==> src/rtl/uart_tx_arbiter.sv <==
// Round-robin sequencer sharing one UART transmitter among NUM_REQ byte producers.
// Optional watchdog abort of a stalled frame is enabled by defining UART_TX_TIMEOUT_EN.
module uart_tx_arbiter #(
  parameter int NUM_REQ     = 4,
  parameter int ID_W        = 2,
  parameter int TIMEOUT_CYC = 65535
) (
  input  logic                 clk,
  input  logic                 rst,
  input  logic [NUM_REQ-1:0]   req_valid,
  input  logic [8*NUM_REQ-1:0] req_data,
  output logic [NUM_REQ-1:0]   req_ack,
  output logic [7:0]           tx_p_data,
  output logic                 tx_data_valid,
  input  logic                 tx_busy,
  input  logic                 tx_done,
  output logic [ID_W-1:0]      grant_id,
  output logic                 arb_busy,
  output logic                 err_timeout
);

  typedef enum logic {
    S_IDLE,
    S_WAIT_DONE
  } state_t;

  state_t              r_state;
  state_t              w_state_nxt;
  logic [ID_W-1:0]     r_rr_ptr;
  logic [ID_W-1:0]     w_rr_ptr_nxt;
  logic [NUM_REQ-1:0]  r_ack;
  logic [NUM_REQ-1:0]  w_ack_nxt;
  logic [7:0]          r_p_data;
  logic [7:0]          w_p_data_nxt;
  logic                r_dv;
  logic                w_dv_nxt;
  logic [ID_W-1:0]     r_grant;
  logic [ID_W-1:0]     w_grant_nxt;
  logic                r_busy;
  logic                w_busy_nxt;
  logic                r_err;
  logic                w_err_nxt;

  logic [7:0]          w_req_byte [NUM_REQ];
  logic [ID_W-1:0]     w_scan;
  logic [ID_W-1:0]     w_win;
  logic                w_found;
  logic                w_launch;
  logic                w_timeout;
  logic                w_exit;

  if (ID_W != $clog2(NUM_REQ) || NUM_REQ < 2 || NUM_REQ > 8) begin : g_bad_cfg
    $error("uart_tx_arbiter: NUM_REQ must be 2..8 and ID_W must equal clog2(NUM_REQ)");
  end
  if (TIMEOUT_CYC < 2 || TIMEOUT_CYC > 131071) begin : g_bad_timeout
    $error("uart_tx_arbiter: TIMEOUT_CYC must fit the 17-bit watchdog");
  end

  for (genvar g = 0; g < NUM_REQ; g++) begin : g_unpack
    assign w_req_byte[g] = req_data[8*g +: 8];
  end

  function automatic logic [ID_W-1:0] next_id(input logic [ID_W-1:0] id);
    return (id == ID_W'(NUM_REQ - 1)) ? '0 : id + 1'b1;
  endfunction

  // Scan starts at the round-robin pointer and wraps modulo NUM_REQ.
  always_comb begin
    w_found = 1'b0;
    w_win   = '0;
    w_scan  = r_rr_ptr;
    for (int unsigned i = 0; i < NUM_REQ; i++) begin
      if (!w_found && req_valid[w_scan]) begin
        w_found = 1'b1;
        w_win   = w_scan;
      end
      w_scan = next_id(w_scan);
    end
  end

  assign w_launch = (r_state == S_IDLE) && w_found && !tx_busy;
  assign w_exit   = (r_state == S_WAIT_DONE) && (tx_done || w_timeout);

`ifdef UART_TX_TIMEOUT_EN
  logic [16:0] r_wd_cnt;

  always_ff @(posedge clk) begin
    if (rst) begin
      r_wd_cnt <= '0;
    end else if (w_launch) begin
      r_wd_cnt <= '0;
    end else if (r_state == S_WAIT_DONE) begin
      r_wd_cnt <= r_wd_cnt + 17'd1;
    end
  end

  // A tx_done on the expiry edge wins and ends the frame normally.
  assign w_timeout = (r_state == S_WAIT_DONE) && !tx_done &&
                     (r_wd_cnt == 17'(TIMEOUT_CYC - 1));
`else
  assign w_timeout = 1'b0;
`endif

  always_ff @(posedge clk) begin
    if (rst) begin
      r_state <= S_IDLE;
    end else begin
      r_state <= w_state_nxt;
    end
  end

  always_comb begin
    w_state_nxt = r_state;
    case (r_state)
      S_IDLE:      if (w_launch) w_state_nxt = S_WAIT_DONE;
      S_WAIT_DONE: if (w_exit)   w_state_nxt = S_IDLE;
    endcase
  end

  always_comb begin
    w_ack_nxt    = '0;
    w_dv_nxt     = 1'b0;
    w_err_nxt    = 1'b0;
    w_p_data_nxt = r_p_data;
    w_grant_nxt  = r_grant;
    w_busy_nxt   = r_busy;
    w_rr_ptr_nxt = r_rr_ptr;
    case (r_state)
      S_IDLE: begin
        if (w_launch) begin
          w_ack_nxt[w_win] = 1'b1;
          w_dv_nxt         = 1'b1;
          w_p_data_nxt     = w_req_byte[w_win];
          w_grant_nxt      = w_win;
          w_busy_nxt       = 1'b1;
        end
      end
      S_WAIT_DONE: begin
        if (w_exit) begin
          w_busy_nxt   = 1'b0;
          w_rr_ptr_nxt = next_id(r_grant);
          w_err_nxt    = w_timeout;
        end
      end
    endcase
  end

  always_ff @(posedge clk) begin
    if (rst) begin
      r_rr_ptr <= '0;
      r_ack    <= '0;
      r_p_data <= 8'h00;
      r_dv     <= 1'b0;
      r_grant  <= '0;
      r_busy   <= 1'b0;
      r_err    <= 1'b0;
    end else begin
      r_rr_ptr <= w_rr_ptr_nxt;
      r_ack    <= w_ack_nxt;
      r_p_data <= w_p_data_nxt;
      r_dv     <= w_dv_nxt;
      r_grant  <= w_grant_nxt;
      r_busy   <= w_busy_nxt;
      r_err    <= w_err_nxt;
    end
  end

  assign req_ack       = r_ack;
  assign tx_p_data     = r_p_data;
  assign tx_data_valid = r_dv;
  assign grant_id      = r_grant;
  assign arb_busy      = r_busy;
  assign err_timeout   = r_err;

endmodule

==> config.mk <==
export PLATFORM = sky130hd
export DESIGN_NAME = uart_tx_arbiter
export DESIGN_NICKNAME = d
export VERILOG_FILES = /design/src/rtl/uart_tx_arbiter.sv
export SDC_FILE = /design/constraint.sdc
export NUM_CORES = 1
export LEC_CHECK = 0
export CORE_UTILIZATION = 41
export CTS_CLUSTER_DIAMETER = 40
export DETAILED_ROUTE_END_ITERATION = 8
export PLACE_DENSITY = 0.77
export SKIP_CTS_REPAIR_TIMING = 1
export SKIP_LAST_GASP = 1
export SLEW_MARGIN = 40
export SYNTH_ARGS = -nofsm -noshare
export SYNTH_HDL_FRONTEND = slang
export SYNTH_SLANG_ARGS = --single-unit
==> constraint.sdc <==
create_clock -name clk -period 2.2 [get_ports clk]
set_input_delay 0.44 -clock clk [delete_from_list [all_inputs] [get_ports clk]]
set_output_delay 0.44 -clock clk [all_outputs]
set_load 0.03 [all_outputs]
Word-level counts from Yosys, hierarchy flattened
Index checks and enable logic that the tools add are counted. Widths: inputs -> output; s select.

Word-level logic and storage cells: 74. Flip-flop bits (word level): 19. Input port bits: 40.

$lt $le $gt $ge: 7. Equal/unequal tests: 6. Add/subtract/negate cells: 4. Reduce and logical (&&, ||, !) cells: 16. Multiplexer cells: 31. Bitwise logic cells: 3.

Operators with widths (count): $bmux 8 s2 (1); $mux 2 (8); $mux 8 (2); $lt 2x3->1 const B (5); $mux 1 (13); $add 2x1->2 const B (4); $bmux 1 s2 (4); $eq 2x2->1 const B (4); $logic_and 1x1->1 (7); $reduce_and 2->1 (3); $logic_not 1->1 (4); $pmux 1 s2 (2); $ge 3x3->1 const B (1); $not 2->3 (1); $reduce_or 3->1 (1); $demux 1 s2 (1); $ge 2x1->1 const B (1); $ne 2x1->1 const B (1); $ne 2x2->1 const B (1); $not 1->1 (2); $reduce_or 2->1 (1).

Longest topological paths before layout
Depth after elaboration: 16. Gate-level depth with buffers: 10. Depth with buffers taken out: 7.

Least setup slack after synthesis
Ideal clock, no wire load.

Kind: reg2reg. Start: register r_rr_ptr[1]. End: register r_p_data[4] (netlist: tx_p_data[4]). Stages on the path, launching flop included: 10. Period minus slack after synthesis: 2.374 ns. Data arrival time: 2.279 ns. Path slack: -0.174 ns. Required time: 2.105 ns. Cell sequence: dfxtp_1 ha_1 buf_4 mux2i_1 o211ai_1 o22ai_2 buf_2 a221oi_1 a2111o_1 o311ai_1.

Word-level cells in the longest chain between the ends: 16. Elaborated cells between the ends (all ways): 38. Those cells by class: add/sub: 3; eq/ne: 3; mux: 22; bitwise: 1; reduce/logical: 9.

Ends and longest elaborated chain: from (decl) (RTL line 29) `logic [ID_W-1:0] r_rr_ptr;`; from (signal assigned) (RTL line 158) `r_rr_ptr <= w_rr_ptr_nxt;`; parallel branches: the longest is 16 deep, another holds $add 2x1->2; to (signal assigned) (RTL line 160) `r_p_data <= w_p_data_nxt;`; to (decl) (RTL line 33) `logic [7:0] r_p_data;`.

Parallel ways; which one is timed is not known. The select of a mux whose other input is x is not followed. A chain may end at the register's enable or synchronous reset.

Final worst setup path
Start: register r_rr_ptr[0]. End: register r_p_data[1] (netlist: tx_p_data[1]).

The elaborated chain is that of the path after synthesis.

==> metrics <==
commonest cells in the netlist nand2_1 (33), dfxtp_1 (19), a221oi_1 (15); MaxCap Viol Count 0; Area after DPL between 2000 and 2500 um2; final wirelength between 5 and 6 mm; vias in the first global route 1794; Synth Cell Area 1580 um2; Final Setup Violations 7; row count 22; Die W about 64 um; routability congestion estimate 0.956; ANT nets after route 0; drt first pass iters 4; cell taking the most area after synthesis dfxtp_1; Worst-path clk slew ~70 ps; P per Cell Area 500 nW/um2; Setup Skew 4.68 ps; share of cells above drive strength 1 0.264; syn_nets about 240; instance count of the mapped netlist 195; fraction of registers with async set/reset 0; Final Max Slew Viols 0; Synth area leaders dfxtp_1 (24%), a221oi_1 (8.3%), nand2_1 (7.8%); Die Ht 64.2 um; critical path class reg2reg; dpl hpwl 3.75 mm; num ports 57; Netlist cell types 52; most common cell in the synthesized netlist nand2_1; Yosys warnings 0; Avg Cell Area, Syn between 8 and 9 um2; Synth top area share 0.240; critical path arrival roughly 2500 ps; Min Clock Period, post-route 2300 ps; dominant synthesized flop cell dfxtp_1; I/O Buffers 55; element type at the critical path start flop; Avg WL per Cell between 15 and 20 um; CTS Root Buffer Type clkbuf_8; diodes inserted 0; register area share after synthesis 0.240; die area 4120 um2; non-filler cells, final roughly 330; final worst setup slack -97.1 ps; peak supply drop approximately 0.37 mV; status finished with violations; Final Hold Fails 0; nets 320; f_max between 400 and 500 MHz; area of the multi-input gates roughly 1300 um2; P_leak a little over 1 nW; DRC 0; gr ovfl total 0; CTS tree yes; Max Buffers Root-to-Sink 2; CTS Buf Count 3; Vias between 1500 and 2000; Post-synth EDFFs 0; iteration-0 DRC count of the detailed router roughly 180; synthesized flop and latch total 19; clk sinks 19; Worst setup EP type flop; Area Growth Syn to Fin 67.6%; H-tree Lvls 1; failing checks negative setup slack; global-route wire length before repair 8.10 mm; RSZ-0062 raised after global routing true; Skew-Pair Late Insertion Delay between 200 and 300 ps; Filler cells 300; final cycle utilization of the critical path 1.04; Reg area 383 um2; core footprint 3690 um2; CP Max Fanout 8; CP Data Required Time approximately 2400 ps; Finished Cell Area approximately 2700 um2; total global-route track usage 0.251; largest net degree at the start of global routing 15; antenna violations before repair 0; placed cell count between 300 and 400; vias per std cell just under 6; Initial Utilization 0.429; worst hold path type reg2reg
==> sequential cells by signal (all words and copies together) (netlist names) <==
name           cells
req_ack            4
tx_p_data          8
grant_id           2
r_rr_ptr           2
arb_busy           1
r_state            1
tx_data_valid      1
==> logic make-up (layout without fill, tap and decap cells) <==
logic type / Yosys count / in the layout / share of synthesized area
muxes: 8 / 8 / 0.0616
buffers and inverters: 22 / 103 / 0.0806
AOI/OAI and AO/OA: 64 / 65 / 0.342
and+or+nand+nor: 79 / 79 / 0.258
DFF: 19 / 19 / 0.240
other: 1 / 1 / 0.00237
adders and majority gates: 2 / 2 / 0.0158
==> placed cells by master, fill, tap and decap left out, types with 2 or more instances in the layout <==
master / instances
a221oi_2: 4
nor2_1: 6
nand3_1: 5
buf_4: 36
mux2i_1: 2
dlymetal6s2s_1: 4
dfxtp_2: 2
and3_1: 10
clkdlybuf4s50_1: 51
a21oi_1: 5
mux2i_4: 5
nor3_1: 3
clkbuf_8: 3
buf_6: 2
a2111o_1: 8
dfxtp_1: 17
nand2_1: 33
o21ai_0: 8
nand3b_1: 8
or2_1: 2
nor2_2: 2
inv_1: 3
o311ai_1: 8
a221oi_1: 10
==> report_power, final <==
part	total, mW	switching (mW)	internal, mW
Combinational	0.686	0.346	0.340
Sequential	0.400	0.0213	0.379
Clock	0.241	0.112	0.129
Total	1.33	0.479	0.847
==> layout make-up <==
type	count	share of cell area
multi-input combinational	155	0.472
timing repair buffer	95	0.338
sequential	19	0.144
tap	48	0.0226
clock buffer	4	0.0170
inverter	4	0.00566
==> stage by stage <==
stage / hold WS (ps) / TNS [ps] / power, mW / setup slack [ps] / utilization
3_5_place_dp: 461 / -6780 / 0.995 / -629 / 0.640
4_1_cts: 470 / -3000 / 1.23 / -362 / 0.652
2_1_floorplan: 476 / -55.3 / 0.747 / -23.2 / -
5_1_grt: 490 / -1010 / 1.39 / -159 / 0.720
6_report: 462 / -471 / 1.33 / -97.1 / 0.720
3_3_place_gp: 445 / -5560 / 0.989 / -496 / 0.640
==> metal layers <==
layer	wire, um	share of wire	GRT usage	up-vias
li1	-	-	-	936
met2	2590	0.49	0.456	86
met1	2240	0.42	0.296	891
met5	0	0	0	-
met4	153	0.029	0.0806	0
met3	285	0.054	0.0429	16
==> worst max-delay path, stage by stage (launching register included) <==
cell	delay [ps]
dfxtp_2	340
ha_4	340
mux2i_4	280
o211ai_1	110
buf_4	170
o22ai_4	220
buf_12	160
a221oi_2	50
a2111o_1	440
o311ai_1	80
==> path summary, 6_finish.rpt <==
check	from	endpoint	slack, ps	cells after the start
max	r_rr_ptr[0]	tx_p_data[1]	-100	9
min	arb_busy	arb_busy	460	2
max reg2reg	r_rr_ptr[0]	tx_p_data[1]	-100	9
min reg2reg	arb_busy	arb_busy	460	2
Power figures use the tool's default switching activity.
==> variant 1: new RTL, same flow settings <==
Build with the macro `UART_TX_TIMEOUT_EN` defined.
--- a/src/rtl/uart_tx_arbiter.sv
+++ b/src/rtl/uart_tx_arbiter.sv
@@ -1,5 +1,7 @@
 // Round-robin sequencer sharing one UART transmitter among NUM_REQ byte producers.
 // Optional watchdog abort of a stalled frame is enabled by defining UART_TX_TIMEOUT_EN.
+`define UART_TX_TIMEOUT_EN
+
 module uart_tx_arbiter #(
   parameter int NUM_REQ     = 4,
   parameter int ID_W        = 2,
Check against the original RTL: no difference found for any inputs over 10 cycles, from zero or initial values and one cycle with rst high; that may be too few to reach the edited logic, so the function may still have changed.
==> variant 1 against the original RTL <==
Sequential cell count increased by 18. Synthesized area increased by 32%. Power increased by 35%. Wire length decreased by 4.1%. Sequential power increased by 81%. Cell area increased by 18%. Worst setup slack got worse by 90 ps. Fmax decreased by 3.8%. The run still ends with setup timing left.
==> variant 1: results (changes against the original RTL) <==
Clock Latency Late Sink 290 ps (+30 ps); final worst slack -187 ps (-90.3 ps); IR drop worst, VDD 329 uV (-10%); Final Setup Violations 29 (+22); DRT Wirelength 5.05 mm (-4.1%); Worst Path Arrival 2610 ps (+140 ps); Crit-path slowest cell mux4_2; Critical Path Max Stage Delay 560 ps (+120 ps); initial antenna violation count 0 (unchanged); CP max FO 9 (+1); Nets 351 (+9.7%); share of cells above drive strength 1 24.0% (-2.3 points); # diodes 0 (unchanged); Worst Max-Slew Pin Slew 461 ps; drt drc 0 (unchanged); Post-DP Area 2870 sq um (+22%); root buf cell clkbuf_8; CTS Buffer Depth 2 (unchanged); Mapped Nets 271 (+14%); CTS H-tree depth 2 (+1); Leak Pwr 0.00125 uW (+20%); post-synthesis sequential area ratio 35.6% (+12 points); setup tns final -2070 ps (-1600 ps); post-synth cell types 42 (-19%); Clock transition at path regs 70 ps (about the same); vias in the first global route 1789 (-0.28%); Setup Skew 4.74 ps (+0.0629 ps); fillers 396 (+32%); violated checks setup timing; async set or reset register ratio after synthesis 0% (unchanged); number of flip-flops in the largest register 17 (+9); Final Hold Viols 0 (unchanged); DP HPWL 3.59 mm (-4.1%); largest net degree at the start of global routing 19 (+4); Largest Register r_wd_cnt; DRT iter0 DRCs 73 (-59%); synth warn 0 (unchanged); Synth area leaders dfxtp_1 (36%), mux2i_1 (5.8%), nand2_1 (5.6%); GRT Util Overall 18.8% (-6.3 points); top post-synthesis cells by count dfxtp_1 (37), nand2_1 (31), nor2_1 (28), mux2i_1 (12), xor2_1 (11); status finished with violations; cts bufs inserted 5 (+2); CP top delay family multiplexers; worst hold-check path type reg2reg; vias per cell 5.02 (-15%); TritonRoute pass-1 iters 4 (unchanged); Main synth FF type dfxtp_1; wire length of the first global-routing pass 7.78 mm (-4.0%); number of port buffers 56 (+1.8%); gpl congestion 0.999 (+4.4%)
-- variant 1: changes by cell type after synthesis, sizes merged, moves of 11 or more --
cell / change
a221oi: -15
dfxtp: +18
nor2: +21
xor2: +11
-- variant 1: per-layer routing --
metal | global-route usage [%] | vias to the layer above | part of all wire [%]
met5 | 0 | - | 0
met2 | 33.0 | 37 | 51
met3 | 4.12 | 11 | 3.0
met1 | 21.7 | 881 | 44
li1 | - | 953 | -
met4 | 8.28 | 0 | 2.1
-- variant 1: cells by family after synthesis --
| logic type | synth area share (%) |
|---|---|
| buffers and inverters | 5.10 |
| XOR/XNOR | 6.73 |
| multiplexers | 13.5 |
| AND/OR/NAND/NOR | 23.7 |
| AO/OA/AOI/OAI | 13.0 |
| flip-flops | 35.6 |
| adder cells (fa/ha/maj) | 2.40 |
-- variant 1: final timing paths --
check | from | end | slack [ps] | depth (start not counted)
max | r_rr_ptr[0] | tx_p_data[5] | -190 | 10
min | tx_p_data[0] | tx_p_data[0] | 470 | 2
min reg2reg | tx_p_data[0] | tx_p_data[0] | 470 | 2
max reg2reg | r_rr_ptr[0] | tx_p_data[5] | -190 | 10
-- variant 1: cell type report --
type,count,area (sq um),share of cell area [%]
multi-input cells,173,1320,42.1
flip-flops and latches,37,743,23.7
well taps,67,83.8,2.67
clock inverters,1,8.76,0.279
repair buffers,87,876,27.9
clock buffers,7,96.3,3.07
inverters,3,11.3,0.358
-- variant 1: through the flow --
step	hold slack, ps	std cells	worst slack (ps)	utilization (%)
2_1_floorplan	472	227	-190	-
3_3_place_gp	446	360	-481	59.6
3_5_place_dp	449	360	-522	59.6
4_1_cts	476	368	-220	61.7
5_1_grt	504	375	-278	65.2
6_report	474	375	-187	65.2
-- variant 1: worst reg2reg max path, stage by stage, from the launching register on --
cell       delay (ps)
dfxtp_2           360
ha_4              180
nor2_4            100
mux4_2            560
nor2_4            120
a211oi_2           90
a311oi_4          220
buf_6             160
clkbuf_16         160
mux2_4            310
o211ai_2           70
-- variant 1: power breakdown --
part	switching, uW	internal (uW)	leakage, uW
clock network	250	289	0.0000549
registers	21.1	701	0.000302
logic	240	284	0.000889
==> variant 2: new RTL, config.mk and constraints unchanged <==
Without the edit above. Take the reset off `r_p_data` and load it in a clocked block of its own.
--- a/src/rtl/uart_tx_arbiter.sv
+++ b/src/rtl/uart_tx_arbiter.sv
@@ -149,7 +149,6 @@
     if (rst) begin
       r_rr_ptr <= '0;
       r_ack    <= '0;
-      r_p_data <= 8'h00;
       r_dv     <= 1'b0;
       r_grant  <= '0;
       r_busy   <= 1'b0;
@@ -157,12 +156,15 @@
     end else begin
       r_rr_ptr <= w_rr_ptr_nxt;
       r_ack    <= w_ack_nxt;
-      r_p_data <= w_p_data_nxt;
       r_dv     <= w_dv_nxt;
       r_grant  <= w_grant_nxt;
       r_busy   <= w_busy_nxt;
       r_err    <= w_err_nxt;
     end
+  end
+
+  always_ff @(posedge clk) begin
+    r_p_data <= w_p_data_nxt;
   end
 
   assign req_ack       = r_ack;
Behaviour: not the same (a bounded check fails within 4 cycles, from zero or initial values and one cycle with rst high).
==> variant 2 against the original RTL <==
The run still ends with setup timing left. Combinational power down 20%. Wire length down 21%. First-iteration DRC count down 62%. Synthesized area down 15%. Sequential share of layout area up 5.7 points. Worst hold slack better by 24 ps. Worst setup slack better by 92 ps. Cell area down 13%. Power down 13%. Sequential cell count unchanged. Highest routed layer unchanged.
==> variant 2: results (changes against the original RTL) <==
status finished with violations; violated checks setup timing; met3 Use GR 3.28% (-1.0 points); share of cells above drive strength 1 24.3% (-2.0 points); Post-synth EDFFs 8 (+8); met2 WL 2.31 mm (-11%); GRT Util Overall 21.3% (-3.8 points); Worst Path Arrival 2250 ps (-220 ps); DP HPWL 2.80 mm (-25%); CP max FO 7 (-1); Synth area leader edfxtp_1; Mapped Nets 187 (-21%); GRT met2 Usage 41.4% (-4.2 points); via count 1463 (-24%); root buf cell clkbuf_4; final worst slack -5.24 ps (+91.9 ps); Synth area leaders edfxtp_1 (18%), dfxtp_1 (16%), mux2i_1 (10%); largest net degree at the start of global routing 27 (+12); Leak Pwr 0.000953 uW (-7.8%); async set or reset register ratio after synthesis 0% (unchanged); Clock transition at path regs 120 ps (+50 ps); Final Setup Violations 1 (-6); Setup Skew 8.49 ps (+3.81 ps); wire length of the first global-routing pass 5.72 mm (-29%); Clock Latency Late Sink 310 ps (+50 ps); M1 GR Usage 23.9% (-5.7 points); dpl cells 252 (-19%); post-synth cell types 42 (-19%); vias in the first global route 1324 (-26%); Nets 261 (-18%); cell count after synthesis 145 (-26%); DRT met1 WL 1.63 mm (-27%); DRT Wirelength 4.17 mm (-21%); top post-synthesis cells by count mux2i_1 (14), nand2_1 (14), buf_2 (11), dfxtp_1 (11); post-synthesis sequential area ratio 34.3% (+10 points); gpl congestion 0.867 (-9.3%); CTS H-tree depth 1 (unchanged); IR drop worst, VDD 227 uV (-38%); met3 WL 188 um (-34%); pwr/cell area 500 nW/um^2 (+0.14%); number of flip-flops in the largest register 8 (unchanged)
-- variant 2: cells by family after synthesis --
family | Yosys count | synth area share, %
AO/OA/AOI/OAI | 49 | 27.2
other | 1 | 0.280
adder cells (fa/ha/maj) | 2 | 1.87
multiplexers | 14 | 10.4
AND/OR/NAND/NOR | 42 | 18.4
flip-flops | 19 | 34.3
buffers and inverters | 18 | 7.46
-- variant 2: final timing paths --
path         slack (ps)  depth (start not counted)            to         from
max                  -5                          8  tx_p_data[1]  r_rr_ptr[0]
min                 490                          2      arb_busy     arb_busy
max reg2reg          -5                          8  tx_p_data[1]  r_rr_ptr[0]
min reg2reg         490                          2      arb_busy     arb_busy
-- variant 2: cell type report --
cell class,count,area (sq um)
Multi-Input combinational cell,108,877
Clock inverter,1,5.00
Timing Repair Buffer,84,871
Sequential cell,19,463
Tap cell,44,55.1
Fill cell,217,773
Clock buffer,3,22.5
Inverter,3,11.3
-- variant 2: worst max-delay path: stages (launching register included) --
cell	delay (ps)
dfxtp_2	360
ha_4	320
nor2b_2	60
o211ai_1	220
a311oi_2	160
o21ai_4	290
buf_12	170
mux2i_1	210
o221ai_1	140
-- variant 2: per-stage QoR --
stage                     power (uW)  setup WS [ps]  area, sq um  util (%)  setup TNS (ps)
final                           1150          -5.24         2300      74.9           -5.24
after global routing            1210          -60.7         2300      74.9            -328
after CTS                       1080           -126         2110      68.6            -805
after detailed placement         902           -410         2080      67.7           -6830
after global placement           889           -336         2080      67.7           -5490
after floorplan                  687           56.8         1340         -               0
-- variant 2: report_power, final --
group | leakage [uW] | switching, uW | total, uW | internal (uW)
clock | 0.0000177 | 118 | 186 | 67.8
sequential | 0.000168 | 12.2 | 421 | 408
combinational | 0.000767 | 256 | 547 | 290
